--- config.mk ---
export PLATFORM = sky130hd
export DESIGN_NAME = excpt_handler
export DESIGN_NICKNAME = d
export VERILOG_FILES = /design/src/rtl/excpt_handler_pkg.sv /design/src/rtl/excpt_handler_priority.sv /design/src/rtl/excpt_handler.sv
export SDC_FILE = /design/constraint.sdc
export NUM_CORES = 1
export LEC_CHECK = 0
export CORE_AREA = 2 2 69 71
export CTS_CLUSTER_DIAMETER = 30
export DETAILED_ROUTE_END_ITERATION = 6
export DIE_AREA = 0 0 71 73
export PLACE_DENSITY_LB_ADDON = 0.05
export REMOVE_ABC_BUFFERS = 1
export SYNTH_ARGS = -nofsm -noshare
export SYNTH_HDL_FRONTEND = slang
export SYNTH_SLANG_ARGS = --single-unit
--- constraint.sdc ---
create_clock -name clk -period 6 [get_ports clk]
set_input_delay 1.2 -clock clk [delete_from_list [all_inputs] [get_ports clk]]
set_output_delay 1.2 -clock clk [all_outputs]
set_load 0.005 [all_outputs]
--- src/rtl/excpt_handler_pkg.sv ---
// Shared types and constants for the exception sequencer.
// Cause codes double as the exception-mux vector select.
package excpt_handler_pkg;

    localparam logic [1:0] CAUSE_OPCODE = 2'b00;
    localparam logic [1:0] CAUSE_OVF    = 2'b01;
    localparam logic [1:0] CAUSE_DIV0   = 2'b10;

    localparam logic [7:0] VEC_OPCODE = 8'd253;
    localparam logic [7:0] VEC_OVF    = 8'd254;
    localparam logic [7:0] VEC_DIV0   = 8'd255;

    // Wide enough for MEM_LAT-1 with MEM_LAT up to 4
    localparam int CNT_W = 2;

    typedef enum logic [1:0] {
        IDLE = 2'd0,
        SAVE = 2'd1,
        WAIT = 2'd2,
        LOAD = 2'd3
    } state_t;

endpackage

--- src/rtl/excpt_handler_priority.sv ---
// Fixed-priority encoder for exception events.
// Div0 beats Overflow, which beats OpcodeInvalid.
module excpt_priority
    import excpt_handler_pkg::*;
(
    input  logic       i_div0,
    input  logic       i_ovf,
    input  logic       i_opcode,
    output logic       o_valid,
    output logic [1:0] o_cause
);

    always_comb begin
        o_valid = 1'b1;
        o_cause = CAUSE_OPCODE;
        priority case (1'b1)
            i_div0:   o_cause = CAUSE_DIV0;
            i_ovf:    o_cause = CAUSE_OVF;
            i_opcode: o_cause = CAUSE_OPCODE;
            default:  o_valid = 1'b0;
        endcase
    end

endmodule

--- src/rtl/excpt_handler.sv ---
// Exception sequencer: SAVE -> WAIT (MEM_LAT-1) -> LOAD.
// Define EXCPT_CAUSE_REG_EN to add the Cause_out register.
module excpt_handler
    import excpt_handler_pkg::*;
#(
    parameter int MEM_LAT = 1
) (
    input  logic        clk,
    input  logic        reset,
    input  logic        OpcodeInvalid,
    input  logic        Overflow,
    input  logic        Div0,
    input  logic [31:0] PC_in,
    input  logic [31:0] MemData_in,
    output logic [1:0]  ExcptCtrl,
    output logic        MemAddrSel,
    output logic        MemRead,
    output logic        EPCWrite,
    output logic [31:0] EPC_out,
    output logic        PCWrite,
    output logic [31:0] PC_out,
    output logic        Busy
`ifdef EXCPT_CAUSE_REG_EN
    ,
    output logic [31:0] Cause_out
`endif
);

    state_t           r_state;
    state_t           w_next;
    logic [1:0]       r_cause;
    logic [1:0]       w_cause_d;
    logic [CNT_W-1:0] r_cnt;
    logic [CNT_W-1:0] w_cnt_d;
    logic             w_valid;
    logic [1:0]       w_pcause;
    logic             w_unused;

    // Only the low byte of the handler word is used as the new PC
    assign w_unused = &{1'b0, MemData_in[31:8]};

    excpt_priority u_prio (
        .i_div0   (Div0),
        .i_ovf    (Overflow),
        .i_opcode (OpcodeInvalid),
        .o_valid  (w_valid),
        .o_cause  (w_pcause)
    );

    always_ff @(posedge clk) begin
        if (reset) begin
            r_state <= IDLE;
            r_cause <= CAUSE_OPCODE;
            r_cnt   <= '0;
        end else begin
            r_state <= w_next;
            r_cause <= w_cause_d;
            r_cnt   <= w_cnt_d;
        end
    end

    always_comb begin
        w_next     = r_state;
        w_cause_d  = r_cause;
        w_cnt_d    = r_cnt;
        MemAddrSel = 1'b0;
        MemRead    = 1'b0;
        EPCWrite   = 1'b0;
        EPC_out    = '0;
        PCWrite    = 1'b0;
        PC_out     = '0;
        unique case (r_state)
            IDLE: begin
                if (w_valid) begin
                    w_next    = SAVE;
                    w_cause_d = w_pcause;
                end
            end
            SAVE: begin
                EPCWrite   = 1'b1;
                EPC_out    = PC_in - 32'd4;
                MemAddrSel = 1'b1;
                MemRead    = 1'b1;
                if (MEM_LAT > 1) begin
                    w_next  = WAIT;
                    w_cnt_d = CNT_W'(MEM_LAT - 1);
                end else begin
                    w_next = LOAD;
                end
            end
            WAIT: begin
                MemAddrSel = 1'b1;
                if (r_cnt <= CNT_W'(1)) begin
                    w_next  = LOAD;
                    w_cnt_d = '0;
                end else begin
                    w_cnt_d = r_cnt - CNT_W'(1);
                end
            end
            LOAD: begin
                PCWrite = 1'b1;
                PC_out  = {24'b0, MemData_in[7:0]};
                w_next  = IDLE;
            end
        endcase
    end

    assign Busy      = (r_state != IDLE);
    assign ExcptCtrl = Busy ? r_cause : CAUSE_OPCODE;

`ifdef EXCPT_CAUSE_REG_EN
    logic [31:0] r_cause_out;

    always_ff @(posedge clk) begin
        if (reset) begin
            r_cause_out <= '0;
        end else if (r_state == SAVE) begin
            r_cause_out <= {30'b0, r_cause};
        end
    end

    assign Cause_out = r_cause_out;
`endif

endmodule

==> flow_summary.toml, run 1 <==
[detailed_routing]
route.detailed.drc = 0
drt_wl_total_mm = 3.97
via_per_inst = 4.78
ant_nets = 0
drt-initial-drc-count = 50
avgRoutedWirePerCell_um = 11.7
firstDrtPassIters = 4
vias = 1622

[global_route]
grt_pass1_wl_mm = 6.62
antenna_found_initial = 0
grt_max_degree = 30
grt_usage_pct = 15.1
grt_pass1_vias = 1487
grt.overflow.total = 0

[clocking]
worst_skew_pair.late_latency_ns = 0.22
cts_buffer_depth = 2
numCtsBuffers = 3
cts-root-buf = "clkbuf_8"
clock_sinks = 6
cts-resized-gates = 0
htreeDepth = 1
cts_setup_buffers = 0
hold_buffers = 0
cts.clk_slew.worst_paths_ns = 0.04
cts_tree = "built"

[logic_synthesis]
yosys_warnings = 0
yosys.area.top_type_share_pct = 13.6
synth_area_per_cell_um2 = 7.01
synth_area_leaders = "buf_4 14%, dfxtp_1 8.7%, nor2_1 7.6%"
synth_top_cell_by_area = "buf_4"
yosys_most_used_dff = "dfxtp_1"
synth-seq-cells = 6
syn_inst = 197
async_flop_share_pct = 0
synth.distinct_cells = 41
ys_seq_area_share_pct = 8.70
synth_edf_count = 0
syn-cell-area_mm2 = 0.00138

[cells_and_area]
layout.nets = 362
diodes = 0
layout-drive-gt1-share_pct = 5.26
area_growth_pct = 65.2
final_cell_mix = "91 x clkdlybuf4s50_1, 28 x nor2_1, 24 x conb_1"
instances_no_fill = 339
fin_util_pct = 50.3
final_common_cell = "clkdlybuf4s50_1"

[pwr]
seq_power_share_pct = 17.1
power.density_mw_per_mm2 = 118
pwr-share-comb_pct = 60.2
switching_power_uw = 88.1
power_frac_clock_pct = 22.8
leakage_nw = 0.802
power.internal_uw = 182
ir_drop_mv = 0.164
p_sw_share_pct = 32.7

[placement]
gp_congestion = 0.731
hpwl_mm = 3.15
io_buffers = 91
dpl.cell_count = 336

[die]
ios = 140
die_h_um = 73
start_util_pct = 30.4
fp.dieW_um = 71
die_area_mm2 = 0.00518
placementRows = 25
coreArea_mm2 = 0.00454

[sta]
timing.hold.ws_ns = 0.473
setup-tns-final_ns = 0
setup_viol = 0
min_period_ns = 4.95
drv_slew = 0
hold_violations = 0
grt_setup_unrepaired = "false"
fin_skew_ns = 0.000889
worstMarginPinSlew_ns = 0.886
relSlewSlack_pct = 40.9
timing.final.crit_share_pct = 82.4
fmaxAchievable_ghz = 0.202

[critical_path]
path_max_fanout = 9
crit_arrival_ns = 3.75
cp-end-kind = "output pin"
r2r-start = "r_state[0]"
crit_required_ns = 4.80
worstRegToRegCells = 6
setup.worst_path.start_class = "input pin"
r2r_end = "r_state[1]"
r2r_slack_ns = 4.23
critPathKind = "in2out"

[outcome]
status = "completed"

[min_path]
hold_class = "reg2reg"
hold_path_depth = 1
hold_end = "r_cnt[1]"
min_from = "r_cnt[1]"

[flow_run]
cap_violations = 0
-- routing by layer --
metal | vias up | part of all wire (%) | track usage (%)
met5 | - | 0 | 0
met4 | 0 | 0.25 | 2.31
met3 | 2 | 6.9 | 1.93
met2 | 66 | 52 | 28.8
met1 | 719 | 41 | 18.5
li1 | 835 | - | -
-- cell families (layout without fill, tap and decap cells) --
kind of cell             after synthesis  count (layout)  share of synthesized area, %
AO/OA/AOI/OAI                         34              34                          14.1
XOR/XNOR                              13              13                          8.25
adder cells (fa/ha/maj)                6               6                          5.44
buffers and inverters                 36             101                          17.1
flip-flops                             6               6                          8.70
multiplexers                           2               2                          1.54
other                                  1              24                         0.272
AND/OR/NAND/NOR                       99              99                          44.6
-- cell type report --
class / instances / area (µm²)
fillers: 466 / 2260
multi-input cells: 178 / 1110
repair buffers: 92 / 918
flip-flops and latches: 6 / 120
well taps: 54 / 67.6
clock buffers: 3 / 41.3
inverters: 6 / 22.5
-- critical path: stages --
cell	delay, ns
clkdlybuf4s50_1	0.51
inv_1	0.10
ha_1	0.18
nor3b_4	0.42
nand4_2	0.24
or4_1	0.44
a21oi_1	0.15
clkdlybuf4s50_1	0.52
-- metrics by stage --
stage | power, mW | instance area, µm² | worst slack [ns]
finish | 0.270 | 2280 | 1.05
global route | 0.292 | 2280 | 0.861
CTS | 0.274 | 2280 | 1.02
detailed placement | 0.210 | 2240 | 1.03
global placement | 0.211 | 2240 | 1.02
floorplan | 0.102 | 1250 | 2.24
-- synth_stat cells, types with 4 or more instances --
| master | instances |
|---|---|
| nor2_1 | 28 |
| buf_4 | 25 |
| a21oi_1 | 15 |
| or3_1 | 12 |
| o21ai_0 | 11 |
| and2_1 | 10 |
| xor2_1 | 10 |
| nand4_1 | 9 |
| nand2_1 | 7 |
| dfxtp_1 | 6 |
| ha_1 | 6 |
| inv_1 | 6 |
| nor4_1 | 5 |
| nand3_1 | 4 |
| nor2b_1 | 4 |
-- state kept, by name, indices dropped and copies added (netlist names) --
| name | count |
|---|---|
| r_cnt | 2 |
| r_state | 2 |
| r_cause | 2 |
-- power by group through the flow --
stage / Combinational (mW) / Sequential [mW] / Clock [mW]
finish: 0.162 / 0.0460 / 0.0615
global placement: 0.164 / 0.0467 / 0
CTS: 0.165 / 0.0461 / 0.0632
global route: 0.180 / 0.0467 / 0.0654
floorplan: 0.0564 / 0.0460 / 0
detailed placement: 0.164 / 0.0467 / 0
-- worst max path at each step --
stage | startpoint | endpoint | slack, ns | cells past startpoint
detailed placement | PC_in[2] | EPC_out[28] | 1.03 | 8
global route | PC_in[19] | EPC_out[31] | 0.86 | 6
floorplan | PC_in[8] | EPC_out[18] | 2.24 | 4
global placement | PC_in[2] | EPC_out[28] | 1.02 | 8
CTS | PC_in[2] | EPC_out[28] | 1.02 | 8
finish | PC_in[2] | EPC_out[18] | 1.05 | 8
Power figures use the tool's default switching activity.
==> run 2: changes to the inputs <==
--- a/config.mk
+++ b/config.mk
@@ -5,10 +5,10 @@
 export SDC_FILE = /design/constraint.sdc
 export NUM_CORES = 1
 export LEC_CHECK = 0
-export CORE_AREA = 2 2 69 71
+export CORE_AREA = 2 2 71 73
 export CTS_CLUSTER_DIAMETER = 30
 export DETAILED_ROUTE_END_ITERATION = 6
-export DIE_AREA = 0 0 71 73
+export DIE_AREA = 0 0 73 75
 export PLACE_DENSITY_LB_ADDON = 0.05
 export REMOVE_ABC_BUFFERS = 1
 export SYNTH_ARGS = -nofsm -noshare
==> constraint.sdc (replaced) <==
create_clock -name clk -period 4.9 [get_ports clk]
set_input_delay 0.98 -clock clk [delete_from_list [all_inputs] [get_ports clk]]
set_output_delay 0.98 -clock clk [all_outputs]
set_load 0.005 [all_outputs]
==> run 2 against run 1 <==
Via count is 1.7% higher; non-clock buffer count is 4 higher; sequential power is 23% higher; first-iteration DRC count is 100% higher; clock power is 24% higher; register-to-register slack worse by 1.1 ns; core utilization is 0.71 points lower; critical path type unchanged.
==> flow_summary.toml, run 2 (synthesized netlist as in run 1, its figures left out) <==
[clocking]
cts.clk_slew.worst_paths_ns = 0.04
hold_buffers = 0
cts-root-buf = "clkbuf_8"
cts-resized-gates = 0
numCtsBuffers = 3
htreeDepth = 1
clock_sinks = 6
cts_tree = "built"
worst_skew_pair.late_latency_ns = 0.22
cts_setup_buffers = 0
cts_buffer_depth = 2

[placement]
dpl.cell_count = 340
io_buffers = 91
gp_congestion = 0.728
hpwl_mm = 3.30
dp_slack_ns = 0.494

[critical_path]
r2r-start = "r_state[0]"
cp_num_cells = 8
cp_common_cell = "clkdlybuf4s50_1"
worstRegToRegCells = 6
cp_slowest_cell = "clkdlybuf4s50_1"
slowest_delay_ns = 0.53
crit_arrival_ns = 3.44
critPathKind = "in2out"
crit_required_ns = 3.92
cp_top_family = "buffers and inverters"
cp-end-kind = "output pin"
cp_num_buf_inv = 3
r2r_end = "r_state[1]"
setup.worst_path.start_class = "input pin"
path_max_fanout = 5
r2r_slack_ns = 3.09
path_cells = "clkdlybuf4s50_1 > inv_1 > ha_1 > nor3b_4 > nand4_2 > or4_1 > a21oi_1 > clkdlybuf4s50_1"

[sta]
fmaxAchievable_ghz = 0.226
layout_setup_ws_ns = 0.483
drv_slew = 0
min_period_ns = 4.42
grt_setup_unrepaired = "false"
fin_skew_ns = 0.00285
timing.hold.ws_ns = 0.472
setup-tns-final_ns = 0
setup_viol = 0
hold_violations = 0
relSlewSlack_pct = 40.9
worstMarginPinSlew_ns = 0.886
timing.final.crit_share_pct = 90.1

[cells_and_area]
diodes = 0
layout-drive-gt1-share_pct = 6.57
largestRegisters = "r_cause (2), r_cnt (2), r_state (2)"
multi_input_area_mm2 = 0.00111
nFillCells = 490
area_growth_pct = 67.4
final_cell_mix = "91 x clkdlybuf4s50_1, 28 x nor2_1, 24 x conb_1"
final_common_cell = "clkdlybuf4s50_1"
area.sequential_um2 = 120
fin_util_pct = 49.6
layout.nets = 366
instances_no_fill = 343

[detailed_routing]
drt-initial-drc-count = 102
ant_nets = 0
avgRoutedWirePerCell_um = 11.9
drt_wl_total_mm = 4.07
route.detailed.drc = 0
firstDrtPassIters = 4
vias = 1650
via_per_inst = 4.81

[die]
coreArea_mm2 = 0.00466
placementRows = 25
ios = 140
die_h_um = 75
fp.dieW_um = 73
start_util_pct = 29.6
die_area_mm2 = 0.00548

[min_path]
min_from = "r_cnt[1]"
hold_path_depth = 1
hold_end = "r_cnt[1]"
hold_class = "reg2reg"

[pwr]
leakage_nw = 0.823
power.density_mw_per_mm2 = 144
ir_drop_mv = 0.141

[global_route]
grt_pass1_vias = 1452
grt.overflow.total = 0
grt_usage_pct = 14.3
grt_pass1_wl_mm = 6.42
grt_max_degree = 30
antenna_found_initial = 0

[flow_run]
cap_violations = 0

[outcome]
status = "completed"
## run 2: changes by cell type in the layout (fill, tap and decap cells not counted), sizes merged
cell  previous run  this run
buf              1         5
## run 2: area by class of cell
cell class | instances | share of cell area, %
Inverter | 6 | 0.975
Clock buffer | 3 | 1.79
Tap cell | 54 | 2.93
Multi-Input combinational cell | 178 | 48.0
Timing Repair Buffer | 96 | 41.1
Sequential cell | 6 | 5.20
## run 2: worst register-to-register path, cell delays in order, from the launching register on
cell,delay [ns]
dfxtp_1,0.35
inv_1,0.10
ha_1,0.26
inv_1,0.08
o41ai_1,0.61
mux2i_1,0.25
nor2_1,0.05
## run 2: how the worst max path moves through the flow
stage             start          end  slack [ns]
2_1_floorplan  PC_in[8]  EPC_out[18]        1.58
3_3_place_gp   PC_in[2]  EPC_out[28]        0.52
3_5_place_dp   PC_in[2]  EPC_out[28]        0.49
4_1_cts        PC_in[2]  EPC_out[28]        0.49
5_1_grt        PC_in[2]  EPC_out[20]        0.27
6_report       PC_in[2]  EPC_out[18]        0.48
## run 2: power by group
group	internal, mW	total [mW]	switching [mW]
Combinational	0.118	0.201	0.0829
Sequential	0.0529	0.0566	0.00372
Clock	0.0530	0.0761	0.0232
## run 2: routing by layer
metal,wire length (µm),vias up,global-route usage [%],share of wire (%)
met2,2010,83,26.4,49
li1,-,838,-,-
met1,1700,725,17.1,42
met4,34,0,3.91,0.84
met5,0,-,0,0
met3,324,4,2.28,8.0
## run 2: metrics by stage
step	power, mW	instance area [µm²]
6_report	0.333	2310
4_1_cts	0.337	2310
3_5_place_dp	0.259	2270
2_1_floorplan	0.125	1250
3_3_place_gp	0.259	2270
5_1_grt	0.357	2310
==> run 3: changes to the inputs <==
--- a/config.mk
+++ b/config.mk
@@ -5,12 +5,12 @@
 export SDC_FILE = /design/constraint.sdc
 export NUM_CORES = 1
 export LEC_CHECK = 0
+export ABC_CLOCK_PERIOD_IN_PS = 4900
 export CORE_AREA = 2 2 71 73
 export CTS_CLUSTER_DIAMETER = 30
 export DETAILED_ROUTE_END_ITERATION = 6
 export DIE_AREA = 0 0 73 75
 export PLACE_DENSITY_LB_ADDON = 0.05
-export REMOVE_ABC_BUFFERS = 1
 export SYNTH_ARGS = -nofsm -noshare
 export SYNTH_HDL_FRONTEND = slang
 export SYNTH_SLANG_ARGS = --single-unit
==> run 3 against run 2 <==
Critical path depth decreased by 2; first-iteration DRC count decreased by 2.9%; sequential cell count unchanged; combinational power about the same; critical path type unchanged; highest routed layer unchanged; via count decreased by 1.6%; largest cell class unchanged; die area unchanged.
==> flow_summary.toml, run 3 (synthesized netlist as in run 1, its figures left out) <==
[cells_and_area]
area_growth_pct = 67.4
multi_input_area_mm2 = 0.00111
layout-drive-gt1-share_pct = 6.57
largestRegisters = "r_cause (2), r_cnt (2), r_state (2)"
layout.nets = 366
area.sequential_um2 = 120
fin_area_mm2 = 0.00231
nFillCells = 460
diodes = 0
final_common_cell = "clkdlybuf4s50_1"
final_cell_mix = "91 x clkdlybuf4s50_1, 28 x nor2_1, 24 x conb_1"

[detailed_routing]
drt-initial-drc-count = 99
via_per_inst = 4.73
firstDrtPassIters = 4
route.detailed.drc = 0
drt_wl_total_mm = 4.17
vias = 1623
avgRoutedWirePerCell_um = 12.2
ant_nets = 0

[sta]
setup-tns-final_ns = 0
timing.hold.ws_ns = 0.475
drv_slew = 0
timing.final.crit_share_pct = 92.1
min_period_ns = 4.51
relSlewSlack_pct = 42.4
worstMarginPinSlew_ns = 0.862
setup_viol = 0
fmaxAchievable_ghz = 0.222
hold_violations = 0
fin_skew_ns = 0.000225
grt_setup_unrepaired = "false"

[critical_path]
crit_required_ns = 3.92
crit_arrival_ns = 3.53
r2r_end = "r_state[1]"
path_cells = "clkdlybuf4s50_1 > nor4_4 > nand3_2 > or3_1 > a21oi_1 > clkdlybuf4s50_1"
slowest_delay_ns = 0.59
r2r-start = "r_state[0]"
cp_slowest_cell = "nor4_4"
cp_common_cell = "clkdlybuf4s50_1"
cp-end-kind = "output pin"
r2r_slack_ns = 3.14
path_max_fanout = 11
cp_top_family = "simple AND/OR/NAND/NOR gates"
critPathKind = "in2out"
cp_num_buf_inv = 2
setup.worst_path.start_class = "input pin"
worstRegToRegCells = 6

[clocking]
cts-resized-gates = 0
cts_buffer_depth = 2
cts-root-buf = "clkbuf_8"
clock_sinks = 6
cts.clk_slew.worst_paths_ns = 0.04
htreeDepth = 1
worst_skew_pair.late_latency_ns = 0.22
numCtsBuffers = 3
hold_buffers = 0
cts_setup_buffers = 0
cts_tree = "built"

[placement]
hpwl_mm = 3.35
io_buffers = 91
gp_congestion = 0.740
dpl-instance-area_mm2 = 0.00227

[die]
fp.dieW_um = 73
placementRows = 25
ios = 140
start_util_pct = 29.6
die_area_mm2 = 0.00548
coreArea_mm2 = 0.00466
die_h_um = 75

[global_route]
grt.overflow.total = 0
grt_max_degree = 30
grt_pass1_wl_mm = 6.37
antenna_found_initial = 0
grt_pass1_vias = 1372
grt_usage_pct = 14.3

[pwr]
total_power_uw = 331
ir_drop_mv = 0.198
leakage_nw = 0.823
power.density_mw_per_mm2 = 143

[flow_run]
cap_violations = 0

[min_path]
hold_end = "r_cnt[1]"
min_from = "r_cnt[1]"
hold_class = "reg2reg"
hold_path_depth = 1

[outcome]
status = "completed"
-- run 3: cell counts in the layout (fill, tap and decap cells not counted) --
Identical to the previous run, type by type.
-- run 3: worst max-delay path by stage --
stage | start | depth (start not counted) | slack, ns | to
after floorplan | PC_in[2] | 6 | 1.62 | EPC_out[18]
after global placement | PC_in[10] | 6 | 0.37 | EPC_out[21]
final | PC_in[10] | 6 | 0.39 | EPC_out[21]
after global routing | PC_in[10] | 6 | 0.25 | EPC_out[19]
after CTS | PC_in[10] | 6 | 0.37 | EPC_out[21]
after detailed placement | PC_in[10] | 6 | 0.36 | EPC_out[21]
-- run 3: metrics by stage --
stage / instances / worst slack [ns] / utilization [%]
detailed placement: 340 / 0.360 / 48.7
floorplan: 220 / 1.62 / -
CTS: 343 / 0.365 / 49.6
finish: 343 / 0.387 / 49.6
global placement: 340 / 0.368 / 48.7
global route: 343 / 0.248 / 49.6
-- run 3: layout make-up --
type                    count  area share (%)
repair buffers             96            41.1
multi-input cells         178            48.0
flip-flops and latches      6            5.20
inverters                   6           0.975
well taps                  54            2.93
clock buffers               3            1.79
-- run 3: layer usage --
metal	up-vias	track usage, %	share of wire, %
met3	2	3.08	7.1
met5	-	0	0
li1	841	-	-
met4	0	1.85	0.34
met2	57	24.1	48
met1	723	19.1	44
-- run 3: report_power, final --
group          switching (mW)  total (mW)  internal [mW]
clock                  0.0219      0.0748         0.0528
sequential            0.00352      0.0564         0.0529
combinational          0.0824       0.200          0.118
